`src/rtl/light_bcd_disp_drv.sv`:
```
// Multiplexed two-digit 7-segment driver for the traffic-light BCD countdown.
// Blanks a leading zero, blinks near the end of the count, flags bad BCD and pulses on expiry.
module light_bcd_disp_drv #(
  parameter int unsigned SCAN_DIV  = 4,
  parameter int unsigned BLINK_TH  = 3,
  parameter int unsigned BLINK_DIV = 8
) (
  input  logic       clk,
  input  logic       rst,
  input  logic       enable,
  input  logic [7:0] cnt,
  output logic [6:0] seg,
  output logic [1:0] dig_sel,
  output logic       expire,
  output logic       err
);

  localparam int unsigned SW = (SCAN_DIV > 1) ? $clog2(SCAN_DIV) : 1;
  localparam int unsigned BW = $clog2(2 * BLINK_DIV);

  typedef enum logic {DIG_ONES, DIG_TENS} digit_e;

  logic [7:0]    cnt_q;
  logic          en_q;
  logic [SW-1:0] scan_cnt;
  digit_e        digit;
  logic [BW-1:0] blink_cnt;

  logic [3:0] tens_q, ones_q;
  logic       in_blink, blink_off, cnt_illegal;
  logic [6:0] seg_nxt;
  logic [1:0] dig_sel_nxt;

  function automatic logic [6:0] decode(input logic [3:0] nib);
    case (nib)
      4'd0:    decode = 7'h3F;
      4'd1:    decode = 7'h06;
      4'd2:    decode = 7'h5B;
      4'd3:    decode = 7'h4F;
      4'd4:    decode = 7'h66;
      4'd5:    decode = 7'h6D;
      4'd6:    decode = 7'h7D;
      4'd7:    decode = 7'h07;
      4'd8:    decode = 7'h7F;
      4'd9:    decode = 7'h6F;
      default: decode = 7'h79;
    endcase
  endfunction

  assign tens_q      = cnt_q[7:4];
  assign ones_q      = cnt_q[3:0];
  assign in_blink    = (tens_q == 4'd0) && (ones_q != 4'd0) && (ones_q <= 4'(BLINK_TH));
  // Gated by in_blink so a stale off-phase count never blanks a value that left the region.
  assign blink_off   = in_blink && (blink_cnt >= BW'(BLINK_DIV));
  assign cnt_illegal = (cnt[7:6] != 2'b00) || (cnt[3:0] > 4'd9);

  // NOTE: every always_comb output gets a default first so no path can infer a latch.
  always_comb begin
    seg_nxt     = 7'h00;
    dig_sel_nxt = (digit == DIG_ONES) ? 2'b01 : 2'b10;
    if (en_q && !blink_off) begin
      if (digit == DIG_ONES)
        seg_nxt = decode(ones_q);
      else if (tens_q[3:2] != 2'b00)
        seg_nxt = 7'h79;
      else if (tens_q != 4'd0)
        seg_nxt = decode(tens_q);
    end
  end

  // NOTE: sequential state uses non-blocking assignments so all registers sample pre-edge values.
  always_ff @(posedge clk) begin
    if (!rst) begin
      cnt_q     <= 8'h00;
      en_q      <= 1'b0;
      scan_cnt  <= '0;
      digit     <= DIG_ONES;
      blink_cnt <= '0;
      seg       <= 7'h00;
      dig_sel   <= 2'b00;
      expire    <= 1'b0;
      err       <= 1'b0;
    end else begin
      cnt_q   <= enable ? cnt : 8'h00;
      en_q    <= enable;
      seg     <= seg_nxt;
      dig_sel <= dig_sel_nxt;
      expire  <= enable && (cnt_q != 8'h00) && (cnt == 8'h00);
      err     <= err || (enable && cnt_illegal);

      if (scan_cnt == SW'(SCAN_DIV - 1)) begin
        scan_cnt <= '0;
        digit    <= (digit == DIG_ONES) ? DIG_TENS : DIG_ONES;
      end else begin
        scan_cnt <= scan_cnt + SW'(1);
      end

      if (!in_blink)
        blink_cnt <= '0;
      else if (blink_cnt == BW'(2 * BLINK_DIV - 1))
        blink_cnt <= '0;
      else
        blink_cnt <= blink_cnt + BW'(1);
    end
  end

endmodule
```
`config.mk`:
```
export PLATFORM = sky130hd
export DESIGN_NAME = light_bcd_disp_drv
export DESIGN_NICKNAME = d
export VERILOG_FILES = /design/src/rtl/light_bcd_disp_drv.sv
export SDC_FILE = /design/constraint.sdc
export NUM_CORES = 1
export LEC_CHECK = 0
export CAP_MARGIN = 15
export CORE_UTILIZATION = 55
export DETAILED_ROUTE_END_ITERATION = 8
export DONT_BUFFER_PORTS = 1
export PLACE_DENSITY = 0.73
export RECOVER_POWER = 25
export SYNTH_ARGS = -nofsm -noshare
export SYNTH_HDL_FRONTEND = slang
export SYNTH_SLANG_ARGS = --single-unit
```
`constraint.sdc`:
```
create_clock -name clk -period 1.4 [get_ports clk]
set_input_delay 0.14 -clock clk [delete_from_list [all_inputs] [get_ports clk]]
set_output_delay 0.14 -clock clk [all_outputs]
set_load 0.005 [all_outputs]
```
# [Yosys cells after proc, flatten, opt, wreduce, memory -nomap -nowiden]
# Memories as Yosys holds them, arrays and structs flattened. A register that Yosys moved wholly into a read port is not among the register bits.
# Index checks and enable logic that the tools add are counted.
[totals] regBits=27 mem_bits_ro=224 in_bits=11 output_inout_bits=11 word_cells=48 memories=2
[mem_list] memory="(name not given)" depth=16 word_bits=7 read_ports=1 rd_clocked_by_memory_dff=1 write_ports=0 line_no="35" source="case (nib)"
[mem_list] memory="(name not given)" depth=16 word_bits=7 read_ports=1 rd_clocked_by_memory_dff=1 write_ports=0 line_no="35"
[op_classes] n_addsub=2 magnitude_cmp=3 n_eq_ne=2 mux=7 n_bitwise=2 reduce_logical=21
[op_table] op="2-to-1 mux 7 bit" n=3
[op_table] op="logical NOT 8 bit" n=1
[op_table] op="2-to-1 mux 4 bit" n=2
[op_table] op="nonzero test 4 bit" n=2
[op_table] op="nonzero test 8 bit" n=1
[op_table] op="logical AND 1 bit" n=7
[op_table] op="adder 4 x 1 -> 4 bit, second input constant" n=1
[op_table] op="equality test 4 bit, second input constant" n=1
[op_table] op="greater-or-equal comparator 4 bit, second input constant" n=1
[op_table] op="greater-than comparator 4 bit, second input constant" n=1
[op_table] op="less-or-equal comparator 4 x 2 -> 1 bit, second input constant" n=1
[op_table] op="logical NOT 4 bit" n=1
[op_table] op="AND reduction 2 bit" n=2
[op_table] op="nonzero test 2 bit" n=2
[op_table] op="OR reduction 3 bit" n=1
[op_table] op="adder 2 x 1 -> 2 bit, second input constant" n=1
[op_table] op="equality test 2 bit, second input constant" n=1
[op_table] op="logical OR 1 bit" n=2
[op_table] op="2-to-1 mux 2 bit" n=1
[op_table] op="NOT 1 bit" n=2
[op_table] op="OR reduction 2 bit" n=1
[op_table] op="logical NOT 1 bit" n=1
[op_table] op="2-to-1 mux 1 bit" n=1

# [Depth between registers and ports, before layout]
# Gate-level depths: netlist of run 1.
[depth] word_depth=7 ltp_mapped=9 depth_no_buf=7

# [Least setup slack after synthesis of run 1]
# No wires, ideal clock.
[synth_path] path_type="input to register" start="input enable" end="register with a tool-made name" setup_time_ns=0.121 arrival_time_ns=1.325 setup_slack_ns=-0.046 path_stages=9 n_path_buf=2 cell_sequence="clkbuf_2 nand2_1 inv_2 buf_6 nand2_1 ha_1 nor2b_1 and2_1 o21ai_0"
[synth_lines] item="from (decl)" line_no="10" source="input logic enable,"

# [Final worst setup path of run 1]
[layout_path] start="input cnt[3]" end="register expire"
[layout_between] elab_chain_cells=2
[layout_rtl] item="from (decl)" line_no="11" source="input logic [7:0] cnt,"
[layout_rtl] item="logical NOT 8 bit" line_no="88" source="expire <= enable && (cnt_q != 8'h00) && (cnt == 8'h00);"
[layout_rtl] item="logical AND 1 bit" line_no="88"
[layout_rtl] item="to (signal assigned)" line_no="88"
[layout_rtl] item="to (decl)" line_no="14" source="output logic expire,"
# Every way passes these cells.
# A chain may end at the register's enable or synchronous reset.

==> results.py, run 1 <==
metrics = {
    "run_status": {
        "status": "completed",
    },
    "sta": {
        "fmax_mhz": 748.9,
        "min_period_ps": 1335,
        "rsz0062_at_grt": "false",
        "finalHoldViolations": 0,
        "worst_slew_pin_slew_ps": 378.1,
        "fin_worst_skew_ps": 9.662,
        "maxSlewHeadroom": 0.7471,
        "period_share": 0.9538,
        "slew_violations": 0,
        "setup_tns_ps": 0,
        "setup_viol": 0,
    },
    "finish": {
        "antenna-diode-count": 0,
        "layout-drive-gt1-share": 0.07254,
        "utilization": 0.6310,
        "layout.nets": 218,
        "syn_to_final_growth_pct": 10.09,
    },
    "floorplanning": {
        "start_util": 0.5731,
        "io_pins": 22,
        "dieArea_um2": 3384,
        "die_h_um": 58.17,
        "core_area_um2": 3028,
        "row_count": 20,
        "dieWidth_um": 58.17,
    },
    "global_route": {
        "grt_pass1_vias": 1249,
        "grt_max_degree": 14,
        "grt_remaining_overflow": 0,
        "antenna_found_initial": 0,
        "grt_pass1_wl_mm": 5.658,
        "grt.total_usage": 0.2242,
    },
    "synthesis": {
        "synth_top_cell_area_share": 0.4730,
        "netlist_instances": 182,
        "yosys.area.top_type": "dfxtp_1",
        "syn_area_per_cell_um2": 9.535,
        "yosysWarnings": 0,
        "synthTopCellsByArea": "dfxtp_1, ha_1, nor2_1",
        "async_flop_share": 0,
        "synth.most_common_cell": "dfxtp_1",
        "ys_seq_area_frac": 0.4730,
        "synthFlopType": "dfxtp_1",
        "synth_seq_cells": 41,
        "synthesis.area_um2": 1735,
        "synth_commonest_cells": "dfxtp_1, ha_1, nor2_1",
        "synth_nets": 208,
        "synth-edff-count": 0,
        "yosysUniqueCellTypes": 40,
    },
    "power": {
        "vdd_drop_max_mv": 0.4570,
        "comb_power_share": 0.106,
        "switching_share": 0.2503,
        "power_density_nw_per_um2": 1060,
        "seq_power_share": 0.620,
        "p_sw_w": 0.0005069,
        "clkPwrFrac": 0.274,
        "p_leak_nw": 0.8505,
        "p_int_w": 0.001518,
    },
    "routing": {
        "dr.max_layer_used": "met4",
        "drt-pass1-iter-count": 5,
        "wl_met3_um": 207,
        "wl_met1_mm": 1.533,
        "wirelength_mm": 3.334,
        "drc": 0,
        "post_drt_wl_per_cell_um": 14.07,
        "route.vias.total": 1285,
        "drtIter0Drc": 40,
        "via_per_inst": 5.422,
        "final_antenna_net_count": 0,
        "met2_length_mm": 1.526,
    },
    "worst_setup_path": {
        "critPathKind": "input port to flip-flop",
        "required_ps": 1640,
        "startpoint_type": "input port",
        "cp-end-kind": "flip-flop",
        "path_max_fanout": 8,
        "reg2reg_from": "cnt_q[5]",
        "startpoint": "cnt[3]",
        "arrival_ps": 1570,
    },
    "clock_tree": {
        "clockBufferDepth": 2,
        "cts_tree": "yes",
        "post-cts-setup-buffer-count": 0,
        "h-tree-depth": 2,
        "clk_pin_slew_ps": 110,
        "clock-sinks": 41,
        "cts_root_buf": "clkbuf_4",
        "numCtsBuffers": 5,
        "clk_latency_ps": 350,
    },
    "place": {
        "io_buffers": 0,
        "dp_hpwl_mm": 2.315,
        "gp_congestion": 0.9089,
    },
    "worst_hold_path": {
        "hold_path.class": "input port to flip-flop",
        "hp-start": "rst",
    },
    "flow_run": {
        "cap_violations": 0,
    },
}
==> kinds of logic after synthesis <==
group                      count (synthesis)  share of synthesized area
muxes                                      1                   0.005768
adders and majority gates                 15                     0.1081
xor gates and xnor gates                   3                    0.01514
AOI/OAI and AO/OA                         37                     0.1442
DFF                                       41                     0.4730
and+or+nand+nor                           62                     0.1961
buffers and inverters                     23                    0.05767
==> routing by layer <==
layer | track usage | up-vias
met5 | 0 | -
met4 | 0.09184 | 0
met3 | 0.06473 | 8
met2 | 0.3498 | 51
met1 | 0.2913 | 589
li1 | - | 637
==> power groups by stage <==
stage | Sequential [W] | Clock, W | Combinational, W
2_1_floorplan | 0.00127 | 0 | 0.000167
3_3_place_gp | 0.00128 | 0 | 0.000171
3_5_place_dp | 0.00128 | 0 | 0.000175
4_1_cts | 0.00126 | 0.000566 | 0.000211
5_1_grt | 0.00126 | 0.000627 | 0.000240
6_report | 0.00126 | 0.000554 | 0.000214
==> repair_timing <==
action	CTS	global route
setup endpoints to repair	0	0
hold endpoints to repair	31	1
hold buffers	10	1
resized for setup	0	0
==> cells in the final DEF (no fill, tap or decap), types with 2 or more instances in the layout <==
cell type,instances
a211oi_1,5
a21oi_1,11
a2bb2oi_1,3
and2_1,3
and3_1,7
clkbuf_1,2
clkbuf_4,5
clkinv_2,2
dfxtp_1,41
dlygate4sd3_1,11
ha_1,15
inv_1,13
nand2_1,12
nand2b_1,4
nand3_1,2
nand4_1,4
nor2_1,15
nor2b_1,2
nor3_1,2
nor3b_1,3
o21a_1,4
o21ai_0,7
xor2_1,2
==> final cells by class <==
cell class / instances / area (um2)
Clock buffer: 6 / 41.29
Tap cell: 44 / 55.05
Clock inverter: 2 / 10.01
Sequential cell: 41 / 820.8
Timing Repair Buffer: 12 / 113.9
Inverter: 14 / 52.55
Fill cell: 249 / 1117
Multi-Input combinational cell: 118 / 817.0
==> worst max-delay path, cell delays in order <==
cell           delay (ps)
dlygate4sd3_1         650
nor4_1                340
nand3_1               130
a311oi_1              310
==> per-stage QoR <==
stage               std cells  cell area (um2)  setup WS [ps]  hold slack [ps]  power, W
finish                    237             1911          64.65            21.68  0.002025
global route              237             1911          15.27            6.689  0.002131
CTS                       236             1904          98.11           0.8189  0.002034
detailed placement        218             1753          12.04            268.1  0.001459
global placement          218             1753          82.28            262.1  0.001453
floorplan                 182             1738          7.244            285.9  0.001441
==> final timing paths <==
path	to	cells past startpoint	slack [ps]
worst max-delay path	expire	4	60
worst min-delay path	cnt_q[6]	1	20
worst max register to register	blink_cnt[1]	3	130
worst min register to register	scan_cnt[0]	1	440
No activity file was read; power rests on OpenSTA's default activity.
==> inputs of run 2 (changes only) <==
--- a/config.mk
+++ b/config.mk
@@ -6,6 +6,8 @@
 export NUM_CORES = 1
 export LEC_CHECK = 0
 export CAP_MARGIN = 15
+export CORE_ASPECT_RATIO = 1.75
+export CORE_MARGIN = 2
 export CORE_UTILIZATION = 55
 export DETAILED_ROUTE_END_ITERATION = 8
 export DONT_BUFFER_PORTS = 1
==> run 2 against run 1 <==
Clock power is 28% higher. Via count fell by 3.1%. Sequential cell count unchanged. Critical path depth shrank 1. Critical endpoint is now seg[6].
==> results.py, run 2 (same netlist as run 1, synthesis figures left out) <==
metrics = {
    "finish": {
        "layout.nets": 212,
        "fillCellCount": 264,
        "antenna-diode-count": 0,
        "layout-drive-gt1-share": 0.08021,
        "register_area_um2": 820.8,
        "syn_to_final_growth_pct": 8.435,
        "multi_input_area_um2": 817.0,
        "layout_common_cells": "dfxtp_1, nor2_1, ha_1, inv_1, nand2_1",
        "final_common_cell": "dfxtp_1",
        "stdcell_area_um2": 1882,
    },
    "clock_tree": {
        "numCtsBuffers": 5,
        "clk_latency_ps": 290,
        "clk_pin_slew_ps": 70,
        "holdBufCountCts": 4,
        "post-cts-setup-buffer-count": 0,
        "cts-resized-gates": 0,
        "cts_tree": "yes",
        "cts_root_buf": "clkbuf_8",
        "h-tree-depth": 2,
        "clock-sinks": 41,
        "clockBufferDepth": 2,
    },
    "floorplanning": {
        "core_area_um2": 3074,
        "io_pins": 22,
        "dieArea_um2": 3638,
        "die_h_um": 78.31,
        "dieWidth_um": 46.46,
        "row_count": 27,
        "start_util": 0.5645,
    },
    "sta": {
        "finalHoldViolations": 0,
        "worst_slew_pin_slew_ps": 310.5,
        "rsz0062_at_grt": "false",
        "fin_worst_skew_ps": 5.621,
        "fmax_mhz": 820.9,
        "setup_ws_ps": 181.8,
        "maxSlewHeadroom": 0.7915,
        "fin_hold_ws_ps": 12.80,
        "setup_tns_ps": 0,
        "period_share": 0.8701,
        "slew_violations": 0,
        "setup_viol": 0,
        "min_period_ps": 1218,
    },
    "worst_setup_path": {
        "startpoint_type": "flip-flop",
        "required_ps": 1560,
        "ff2ff_setup_slack_ps": 180,
        "arrival_ps": 1380,
        "path_max_fanout": 7,
        "critPathKind": "flip-flop to flip-flop",
        "cp-end-kind": "flip-flop",
    },
    "routing": {
        "via_per_inst": 5.413,
        "route.vias.total": 1245,
        "final_antenna_net_count": 0,
        "wirelength_mm": 3.101,
        "drtIter0Drc": 31,
        "drt-pass1-iter-count": 4,
        "drc": 0,
        "post_drt_wl_per_cell_um": 13.48,
    },
    "global_route": {
        "grt_remaining_overflow": 0,
        "grt_pass1_vias": 1240,
        "grt.total_usage": 0.2029,
        "grt_pass1_wl_mm": 5.250,
        "grt_max_degree": 15,
        "antenna_found_initial": 0,
    },
    "run_status": {
        "status": "completed",
    },
    "place": {
        "gp_congestion": 0.9101,
        "placed_cell_area_um2": 1759,
        "io_buffers": 0,
        "pre_cts_slack_ps": 57.37,
        "dp_hpwl_mm": 2.389,
    },
    "power": {
        "power_density_nw_per_um2": 1145,
        "vdd_drop_max_mv": 0.5733,
        "p_leak_nw": 0.8444,
    },
    "flow_run": {
        "cap_violations": 0,
    },
    "worst_hold_path": {
        "hold_path.class": "input port to flip-flop",
    },
}
run 2: final timing paths:
path                                  start     endpoint  cells after the start
worst max register to register     cnt_q[5]       seg[6]                      3
worst min-delay path                    rst  scan_cnt[0]                      1
worst max-delay path               cnt_q[5]       seg[6]                      3
worst min register to register  scan_cnt[0]  scan_cnt[0]                      1
run 2: metrics by stage:
| step | total power (W) | instances | utilization |
|---|---|---|---|
| floorplan | 0.001441 | 182 | - |
| global placement | 0.001456 | 218 | 0.5722 |
| detailed placement | 0.001460 | 218 | 0.5722 |
| CTS | 0.002173 | 230 | 0.6121 |
| global route | 0.002259 | 230 | 0.6121 |
| finish | 0.002155 | 230 | 0.6121 |
run 2: power breakdown:
group,switching [W],internal [W],leakage (nW)
combinational,0.0000984,0.0000895,0.462
sequential,0.0000298,0.00123,0.337
clock,0.000365,0.000345,0.0450
run 2: per-layer routing:
layer	share of wire	track usage	vias to the layer above
met2	0.52	0.3264	47
met4	0.039	0.1257	0
met3	0.051	0.06897	11
li1	-	-	622
met5	0	0	-
met1	0.39	0.2140	565
run 2: final cells by class:
cell class,count,share of cell area
multi-input cells,118,0.4342
flip-flops and latches,41,0.4362
well taps,43,0.02859
clock inverters,2,0.005319
clock buffers,6,0.03856
inverters,14,0.02793
repair buffers,6,0.02926
run 2: worst max-delay path: stages, from the launching register on:
cell	delay [ps]
dfxtp_1	330
nor4_4	360
a41o_2	330
a211oi_1	60
